<file path="config.mk">
export PLATFORM = sky130hd
export DESIGN_NAME = fetch_unit_flat
export DESIGN_NICKNAME = d
export VERILOG_FILES = /design/src/rtl/fetch_unit_pkg.sv /design/src/rtl/fetch_unit_if.sv /design/src/rtl/fetch_unit_if_id_reg.sv /design/src/rtl/fetch_unit.sv /design/src/flat_wrapper.sv
export SDC_FILE = /design/constraint.sdc
export NUM_CORES = 1
export LEC_CHECK = 0
export CAP_MARGIN = 20
export CORE_UTILIZATION = 45
export CTS_CLUSTER_DIAMETER = 120
export DETAILED_ROUTE_END_ITERATION = 7
export GPL_ROUTABILITY_DRIVEN = 0
export PLACE_DENSITY = 0.78
export SYNTH_ARGS = -nofsm -noshare
export SYNTH_HDL_FRONTEND = slang
export SYNTH_HIERARCHICAL = 1
export SYNTH_SLANG_ARGS = --single-unit
</file>
<file path="constraint.sdc">
create_clock -name clk -period 2.18 [get_ports clk]
set_clock_uncertainty 0.15 [all_clocks]
set_input_delay 0.436 -clock clk [delete_from_list [all_inputs] [get_ports clk]]
set_output_delay 0.436 -clock clk [all_outputs]
set_load 0.05 [all_outputs]
</file>
<file path="src/rtl/fetch_unit_pkg.sv">
// Shared definitions for the IF stage: fetch FSM state encoding, bubble word and reset PC.
// Used by fetch_unit and its IF/ID register.
package fetch_unit_pkg;

   typedef enum logic {
      FS_RUN  = 1'b0,
      FS_HELD = 1'b1
   } fstate_t;

   localparam logic [31:0] NOP_INSTR_DEF = 32'h0000_0000;  // sll $0,$0,0
   localparam logic [31:0] PC_RESET_DEF  = 32'h0000_0000;

   // Sequential PC increment; wraps modulo 2^32 with no alignment check.
   function automatic logic [31:0] pc_inc(input logic [31:0] pc);
      return pc + 32'd4;
   endfunction

endpackage

</file>
<file path="src/rtl/fetch_unit_if.sv">
// Instruction-memory fetch bus between the IF stage (master) and instruction memory (slave).
interface fetch_unit_if;

   logic [31:0] imem_addr;
   logic        imem_req;
   logic [31:0] imem_rdata;
   logic        imem_ready;

   modport master (
      output imem_addr,
      output imem_req,
      input  imem_rdata,
      input  imem_ready
   );

   modport slave (
      input  imem_addr,
      input  imem_req,
      output imem_rdata,
      output imem_ready
   );

endinterface

</file>
<file path="src/rtl/fetch_unit_if_id_reg.sv">
// Pipeline stage register (instruction, PC+4, valid) with bubble insert, load and hold.
// Priority: reset > bubble > load > hold.
module if_id_reg
   import fetch_unit_pkg::*;
#(
   parameter logic [31:0] NOP_INSTR = NOP_INSTR_DEF
) (
   input  logic        clk,
   input  logic        i_reset,
   input  logic        i_bubble,
   input  logic        i_load,
   input  logic [31:0] i_instr,
   input  logic [31:0] i_pc_plus4,
   output logic [31:0] o_instr,
   output logic [31:0] o_pc_plus4,
   output logic        o_valid
);

   logic [31:0] r_instr;
   logic [31:0] r_pc_plus4;
   logic        r_valid;

   always_ff @(posedge clk) begin
      if (i_reset || i_bubble) begin
         r_instr    <= NOP_INSTR;
         r_pc_plus4 <= 32'd0;
         r_valid    <= 1'b0;
      end else if (i_load) begin
         r_instr    <= i_instr;
         r_pc_plus4 <= i_pc_plus4;
         r_valid    <= 1'b1;
      end
   end

   assign o_instr    = r_instr;
   assign o_pc_plus4 = r_pc_plus4;
   assign o_valid    = r_valid;

endmodule

</file>
<file path="src/rtl/fetch_unit.sv">
// MIPS IF stage with IF/ID register; buffers a word returned during a stall so it is never re-fetched.
// Optional performance counters are built when FETCH_PERF_EN is defined.
module fetch_unit
   import fetch_unit_pkg::*;
#(
   parameter logic [31:0] PC_RESET  = PC_RESET_DEF,
   parameter logic [31:0] NOP_INSTR = NOP_INSTR_DEF
) (
   input  logic         clk,
   input  logic         reset,
   input  logic         stallF,
   input  logic         stallD,
   input  logic         flash,
   input  logic [31:0]  branch_target,
   fetch_unit_if.master imem,
   output logic [31:0]  instr_D,
   output logic [31:0]  pc_plus4_D,
   output logic         valid_D,
   output logic         fetch_wait
`ifdef FETCH_PERF_EN
   ,
   output logic [31:0]  perf_stall_cycles,
   output logic [31:0]  perf_flush_count,
   output logic [31:0]  perf_miss_cycles
`endif
);

   fstate_t     r_state;
   logic [31:0] r_pc;
   logic [31:0] r_hold_instr;

   logic        w_stall;
   logic [31:0] w_pc_plus4;
   logic        w_id_bubble;
   logic        w_id_load;
   logic [31:0] w_id_instr;

   assign w_stall    = stallF | stallD;
   assign w_pc_plus4 = pc_inc(r_pc);

   assign imem.imem_addr = r_pc;
   assign imem.imem_req  = (r_state == FS_RUN) && !reset;
   assign fetch_wait     = (r_state == FS_RUN) && imem.imem_req && !imem.imem_ready && !flash;

   // A returned-but-stalled word lives in r_hold_instr and is delivered instead of re-fetching.
   always_comb begin
      w_id_bubble = 1'b0;
      w_id_load   = 1'b0;
      w_id_instr  = imem.imem_rdata;
      if (flash) begin
         w_id_bubble = 1'b1;
      end else if (!w_stall) begin
         if (r_state == FS_HELD) begin
            w_id_load  = 1'b1;
            w_id_instr = r_hold_instr;
         end else if (imem.imem_ready) begin
            w_id_load = 1'b1;
         end else begin
            w_id_bubble = 1'b1;
         end
      end
   end

   always_ff @(posedge clk) begin
      if (reset) begin
         r_pc         <= PC_RESET;
         r_state      <= FS_RUN;
         r_hold_instr <= 32'd0;
      end else begin
         case (r_state)
            FS_RUN: begin
               if (flash) begin
                  r_pc <= branch_target;
               end else if (w_stall) begin
                  if (imem.imem_ready) begin
                     r_hold_instr <= imem.imem_rdata;
                     r_state      <= FS_HELD;
                  end
               end else if (imem.imem_ready) begin
                  r_pc <= w_pc_plus4;
               end
            end
            FS_HELD: begin
               if (flash) begin
                  r_pc         <= branch_target;
                  r_hold_instr <= 32'd0;
                  r_state      <= FS_RUN;
               end else if (!w_stall) begin
                  r_pc    <= w_pc_plus4;
                  r_state <= FS_RUN;
               end
            end
            default: r_state <= FS_RUN;
         endcase
      end
   end

   if_id_reg #(
      .NOP_INSTR (NOP_INSTR)
   ) u_if_id (
      .clk        (clk),
      .i_reset    (reset),
      .i_bubble   (w_id_bubble),
      .i_load     (w_id_load),
      .i_instr    (w_id_instr),
      .i_pc_plus4 (w_pc_plus4),
      .o_instr    (instr_D),
      .o_pc_plus4 (pc_plus4_D),
      .o_valid    (valid_D)
   );

`ifdef FETCH_PERF_EN
   logic [2:0]  w_perf_evt;
   logic [31:0] r_perf [3];

   assign w_perf_evt[0] = w_stall && !flash;
   assign w_perf_evt[1] = flash;
   assign w_perf_evt[2] = fetch_wait;

   genvar gi;
   generate
      for (gi = 0; gi < 3; gi++) begin : g_perf
         always_ff @(posedge clk) begin
            if (reset) begin
               r_perf[gi] <= 32'd0;
            end else if (w_perf_evt[gi] && (r_perf[gi] != 32'hFFFF_FFFF)) begin
               r_perf[gi] <= r_perf[gi] + 32'd1;
            end
         end
      end
   endgenerate

   assign perf_stall_cycles = r_perf[0];
   assign perf_flush_count  = r_perf[1];
   assign perf_miss_cycles  = r_perf[2];
`endif

endmodule
</file>
<file path="src/flat_wrapper.sv">
// flat-port wrapper written by rule: the top's interface ports become plain ports
module fetch_unit_flat import fetch_unit_pkg::*;
#(
   parameter logic [31:0] PC_RESET  = PC_RESET_DEF,
   parameter logic [31:0] NOP_INSTR = NOP_INSTR_DEF
)
  (clk, reset, stallF, stallD, flash, branch_target, instr_D, pc_plus4_D, valid_D, fetch_wait, imem_imem_addr, imem_imem_req, imem_imem_rdata, imem_imem_ready);
  fetch_unit_if imem_i ();
  input  logic clk;
  input  logic reset;
  input  logic stallF;
  input  logic stallD;
  input  logic flash;
  input  logic [31:0] branch_target;
  output logic [31:0] instr_D;
  output logic [31:0] pc_plus4_D;
  output logic valid_D;
  output logic fetch_wait;
  output wire logic [$bits(imem_i.imem_addr)-1:0] imem_imem_addr;
  output wire logic [$bits(imem_i.imem_req)-1:0] imem_imem_req;
  input wire logic [$bits(imem_i.imem_rdata)-1:0] imem_imem_rdata;
  input wire logic [$bits(imem_i.imem_ready)-1:0] imem_imem_ready;
  assign imem_imem_addr = imem_i.imem_addr;
  assign imem_imem_req = imem_i.imem_req;
  assign imem_i.imem_rdata = imem_imem_rdata;
  assign imem_i.imem_ready = imem_imem_ready;
  fetch_unit #(.PC_RESET(PC_RESET), .NOP_INSTR(NOP_INSTR)) u_core (.clk(clk), .reset(reset), .stallF(stallF), .stallD(stallD), .flash(flash), .branch_target(branch_target), .imem(imem_i), .instr_D(instr_D), .pc_plus4_D(pc_plus4_D), .valid_D(valid_D), .fetch_wait(fetch_wait));
endmodule
</file>
==> impl_metrics.ini <==
[clock_tree]
clk_pin_slew_ns = 0.06
cts_tree = yes
cts_sinks = 130
postCtsHoldBufs = 0
cts-root-buf = clkbuf_16
ctsHtreeMaxLevel = 4
clkLatencyLatePin_ns = 0.43
cts_max_path_buffers = 2
cts_buffers = 17

[setup_path]
cp-startpoint = u_core/u_if_id/o_instr[16]
cp.arrival_ns = 1.57
path_class = reg -> out
startpoint_type = flip-flop
crit_path_end_kind = output port
path_cells = clkdlybuf4s50_1
crit_path_top_delay_cell = clkdlybuf4s50_1
required_ns = 1.59
cp_max_fo = 2
r2r-start = u_core/imem.imem_addr[6]
rr_worst_depth = 6
reg2reg_slack_ns = 0.12
crit_family = buffers and inverters
critPathMaxStageDelay_ns = 0.81
path_buf_inv = 1
r2r_end = u_core/imem.imem_addr[30]

[global_route]
grt_max_degree = 42
grt_pass1_vias = 5756
antenna_found_initial = 1
track_usage_pct = 25.3
grt_pass1_wl_um = 29400
grt_overflow_total = 0

[yosys]
yosys_warnings = 6
yosysTopAreaCellShare_pct = 39.8
syn_nets = 795
ys_ff_latch = 130
ys_dominant_reg_cell = dfxtp_1
ys_types = 69
yosysTopAreaCell = dfxtp_1
syn-cell-area_um2 = 6540
seq_area_frac_synth_pct = 39.8
synth_edf_count = 0
ys_top_cells_by_area = dfxtp_1 40%, mux2i_1 10%, mux2_2 5.5%, nor2_1 5.5%, nand2_1 4.0%
syn_inst = 723
async_flop_share_pct = 0
synth_area_per_cell_um2 = 9.04

[flow_run]
max_cap_violations = 0

[sta]
slew-limit-headroom_pct = 65.1
setup_tns_ns = 0
timing.final.crit_share_pct = 98.7
final-setup-viol-count = 0
hold_viol_final = 0
finalCriticalPeriod_ns = 2.15
max_freq_mhz = 465
tightest_slew_ns = 0.523
fin_hold_ws_ns = 0.303
slew_violations = 0

[cells_and_area]
fin_cells = 1094
drive_above_1_share_pct = 19.7
post-route-util_pct = 65.2
final_cell_area_um2 = 9160
synthToLayoutAreaGrowth_pct = 40.1
finish.net_count = 972

[pwr]
peakVddDrop_mv = 0.561
p_per_area_nw_per_um2 = 662
netSwitchingPower_mw = 1.73
p_int_mw = 4.33
leakage_nw = 4.08
pwr-share-seq_pct = 42.0
pwr-share-comb_pct = 16.0
clockPowerShare_pct = 42.0
sw_frac_of_total_pct = 28.5

[placement]
dpl.cell_count = 1061
dpl.hpwl_um = 12400
portBuffers = 168
dpl_cell_area_um2 = 8570

[die]
pin_count = 169
die_area_um2 = 15000
die_h_um = 123
num_rows = 43
die_w_um = 123
start_util_pct = 46.5
core-area_um2 = 14000

[routing]
ant_nets = 0
drt_iter0_drc = 594
dr.pass1.iters = 6
wl_per_cell_um = 17.1
routed_wl_um = 18700
vias = 6049
viasPerCell = 5.53
drc = 0

[min_path]
holdPathEnd = u_core/r_hold_instr[4]
hold_depth = 2
hold_path.class = reg -> reg
hp-start = u_core/r_hold_instr[4]

[outcome]
status = complete, no violations
-- worst max-delay path by stage --
stage	end	slack, ns	depth (start not counted)
2_1_floorplan	fetch_wait	-0.04	4
3_3_place_gp	u_core/u_if_id/o_instr[31]	-0.18	7
3_5_place_dp	u_core/u_if_id/o_instr[13]	-0.25	7
4_1_cts	pc_plus4_D[28]	0.001	1
5_1_grt	u_core/imem.imem_addr[17]	-0.02	7
6_report	instr_D[16]	0.03	1
-- per-layer routing --
metal | share of wire [%] | track usage, % | vias up
met2 | 45 | 38.9 | 230
met1 | 46 | 34.1 | 2869
met5 | 0 | 0 | -
li1 | - | - | 2921
met4 | 2.0 | 9.38 | 0
met3 | 6.8 | 6.18 | 29
-- sequential cells by signal, summed over array words and instances, names as in the netlist --
signal,cells
u_core/r_hold_instr,32
u_core/u_if_id/o_valid,1
u_core/imem.imem_addr,32
u_core/u_if_id/o_pc_plus4,32
u_core/u_if_id/o_instr,32
u_core/r_state,1
-- final cells by class --
type / count / area [um2]
Timing Repair Buffer: 219 / 2200
Antenna cell: 1 / 2.50
Multi-Input combinational cell: 521 / 3520
Sequential cell: 130 / 2650
Fill cell: 1150 / 4890
Clock inverter: 12 / 85.1
Inverter: 11 / 41.3
Tap cell: 180 / 225
Clock buffer: 20 / 437
-- Yosys cell counts (10+ instances only) --
cell type,count
nand3_1,17
nand2_1,69
xor2_1,10
buf_2,10
nor2_1,96
clkbuf_1,26
buf_6,16
mux2i_1,65
o21ai_0,18
nand3b_1,32
dfxtp_1,130
and3_1,11
mux2_2,32
a21oi_1,48
xnor2_1,18
-- stage by stage --
stage	total power [mW]	setup slack (ns)
after floorplan	3.18	-0.0433
after global placement	3.56	-0.185
after detailed placement	3.57	-0.246
after CTS	6.09	0.00113
after global routing	6.27	-0.0216
final	6.06	0.0275
-- cells by family (layout without fill, tap and decap cells) --
kind of cell / count (synthesis) / count (layout) / share of synthesized area [%]
AND/OR/NAND/NOR: 272 / 272 / 21.3
flip-flops: 130 / 130 / 39.8
AO/OA/AOI/OAI: 122 / 122 / 12.3
multiplexers: 97 / 97 / 15.5
buffers and inverters: 72 / 262 / 6.97
XOR/XNOR: 28 / 28 / 3.75
adder cells (fa/ha/maj): 2 / 2 / 0.383
other: 0 / 1 / 0
-- what timing repair did --
action,in CTS,in global routing
setup buffers,0,0
cloned,0,0
endpoints found under the setup margin,33,40
pin swaps,1,1
gates resized for setup,33,41
-- power groups by stage --
| stage | clock network, mW | logic (mW) | registers (mW) |
|---|---|---|---|
| 6_report | 2.54 | 0.968 | 2.55 |
| 5_1_grt | 2.68 | 1.03 | 2.56 |
| 4_1_cts | 2.58 | 0.962 | 2.55 |
| 3_5_place_dp | 0 | 0.971 | 2.60 |
| 3_3_place_gp | 0 | 0.960 | 2.59 |
| 2_1_floorplan | 0 | 0.447 | 2.73 |
-- cells in the final DEF, fill, tap and decap left out, types with 4 or more instances in the layout --
| master | netlist | routed |
|---|---|---|
| dfxtp_1 | 130 | 110 |
| nor2_1 | 96 | 96 |
| clkdlybuf4s50_1 | 0 | 76 |
| nand2_1 | 69 | 69 |
| mux2i_1 | 65 | 65 |
| buf_4 | 4 | 59 |
| a21oi_1 | 48 | 48 |
| dlymetal6s2s_1 | 0 | 37 |
| dlygate4sd2_1 | 0 | 33 |
| mux2_2 | 32 | 32 |
| nand3b_1 | 32 | 32 |
| xnor2_1 | 18 | 18 |
| clkbuf_16 | 0 | 17 |
| nand3_1 | 17 | 17 |
| o21ai_0 | 18 | 17 |
| dfxtp_2 | 0 | 12 |
| buf_12 | 0 | 11 |
| and3_1 | 11 | 11 |
| xor2_1 | 10 | 10 |
| nand4_1 | 9 | 9 |
| inv_1 | 9 | 9 |
| nor3_1 | 8 | 8 |
| dfxtp_4 | 0 | 8 |
| a31oi_1 | 7 | 7 |
| a22oi_1 | 6 | 6 |
| a32o_1 | 5 | 5 |
| o41ai_1 | 5 | 5 |
| clkinv_2 | 0 | 4 |
| nor4_4 | 2 | 4 |
| a22o_1 | 4 | 4 |
Power figures use the tool's default switching activity.
==> variant: new RTL, same flow settings <==
Add an input register stage for `branch_target`; this delays it by one clock. The other inputs are not delayed to match.
--- a/src/rtl/fetch_unit.sv
+++ b/src/rtl/fetch_unit.sv
@@ -25,4 +25,10 @@
 `endif
 );
+
+   logic [31:0] branch_target_q;
+
+   always_ff @(posedge clk) begin
+      branch_target_q <= branch_target;
+   end
 
    fstate_t     r_state;
@@ -71,5 +77,5 @@
             FS_RUN: begin
                if (flash) begin
-                  r_pc <= branch_target;
+                  r_pc <= branch_target_q;
                end else if (w_stall) begin
                   if (imem.imem_ready) begin
@@ -83,5 +89,5 @@
             FS_HELD: begin
                if (flash) begin
-                  r_pc         <= branch_target;
+                  r_pc         <= branch_target_q;
                   r_hold_instr <= 32'd0;
                   r_state      <= FS_RUN;
Check against the original RTL: not equivalent (Yosys sat finds a counterexample within 4 cycles, from zero or initial values and one cycle with reset high).
==> variant against the original RTL <==
- register-to-register slack got worse by 0.03 ns
- wire length increased by 2.5%
- setup slack improved by 0.0076 ns
- worst hold slack got worse by 0.0031 ns
- largest power group unchanged
- synthesized area increased by 10%
- fmax increased by 0.35%
- sequential cell count increased by 32
- sequential share of layout area increased by 3.9 points
- power increased by 21%
- final area increased by 8.4%
==> variant: results (changes against the original RTL) <==
metric,value,unit,change
outcome,"finished, final reports clean",,
PostCTS Resize Cnt,17,,-48%
Netlist cell types,62,,-10%
clock group share of total power,43.1,%,+1.1 points
initial antenna violation count,0,,-1
comb pwr,985,µW,+2%
post-synth top area share,44.9,%,+5.1 points
area post-placement,9200,µm²,+7.4%
nets,1003,,+3.2%
Power per Cell Area,738,nW/µm²,+12%
Leak Pwr,0.00452,µW,+11%
WL met2,9.14,mm,+8.0%
gr usage total,23.6,%,-1.7 points
cell-internal power,5400,µW,+25%
first-pass GRT wire length,30.5,mm,+3.7%
grt met3 use,4.86,%,-1.3 points
largest net degree at the start of global routing,74,,+76%
Mapped Nets,822,,+3.4%
Via density,5.33,,-3.6%
Global Route met1 Usage,30.0,%,-4.2 points
wire length on met1,8.53,mm,-0.62%
met2 GRT Util,39.3,%,+0.36 points
DRT Pass-1 Iters,5,,-1
WL/cell,16.6,µm,-2.9%
commonest cells in the netlist,"dfxtp_1 (162), nor2_1 (94), mux2i_1 (69)",,
vias in the first global route,5996,,+4.2%
"Seq/Total Area, Yosys",44.9,%,+5.1 points
Peak supply drop,719,µV,+28%
final HPWL from detailed placement,12.9,mm,+3.8%
worst relative slew slack,52.1,%,-13 points
DR WL met3,1.09,mm,-14%
fraction of layout instances using a drive strength above 1,19.4,%,-0.33 points
dpl ws,-0.179,ns,+0.0669 ns
antenna cell count,0,,-1
top routing layer in use,met4,,
variant: cell types whose count changed after synthesis, moves of 5 or more:
cell	unedited run	this run
dfxtp_1	130	162
o21ai_1	1	7
clkbuf_8	2	8
inv_1	9	3
o22ai_1	0	5
variant: final timing paths:
| kind | start | to | slack (ns) | cells past startpoint |
|---|---|---|---|---|
| worst min register to register | u_core/r_hold_instr[23]$_SDFFE_PP0P_ | u_core/r_hold_instr[23]$_SDFFE_PP0P_ | 0.30 | 2 |
| worst min-delay path | u_core/r_hold_instr[23]$_SDFFE_PP0P_ | u_core/r_hold_instr[23]$_SDFFE_PP0P_ | 0.30 | 2 |
| worst max register to register | u_core/imem.imem_addr[3]$_SDFFE_PP0P_ | u_core/imem.imem_addr[16]$_SDFFE_PP0P_ | 0.09 | 7 |
| worst max-delay path | u_core/u_if_id/o_pc_plus4[0]$_SDFFE_PP0P_ | pc_plus4_D[0] | 0.04 | 1 |
variant: cell type report:
class	instances	area (µm²)
fill	1305	5510
multi-input combinational	526	3570
sequential	162	3260
timing repair buffer	220	2190
clock buffer	19	453
tap	211	264
clock inverter	13	174
inverter	4	15.0
variant: cells by family after synthesis:
kind of cell / count (synthesis) / share of synthesized area [%]
buffers and inverters: 62 / 5.98
XOR/XNOR: 28 / 3.40
AND/OR/NAND/NOR: 272 / 20.3
multiplexers: 101 / 14.6
adder cells (fa/ha/maj): 2 / 0.347
flip-flops: 162 / 44.9
AO/OA/AOI/OAI: 123 / 10.5
variant: per-stage QoR:
step	hold slack, ns	util, %	cells
2_1_floorplan	0.276	-	750
3_3_place_gp	0.285	59.6	1123
3_5_place_dp	0.293	59.6	1123
4_1_cts	0.286	63.6	1155
5_1_grt	0.279	64.3	1155
6_report	0.300	64.3	1155
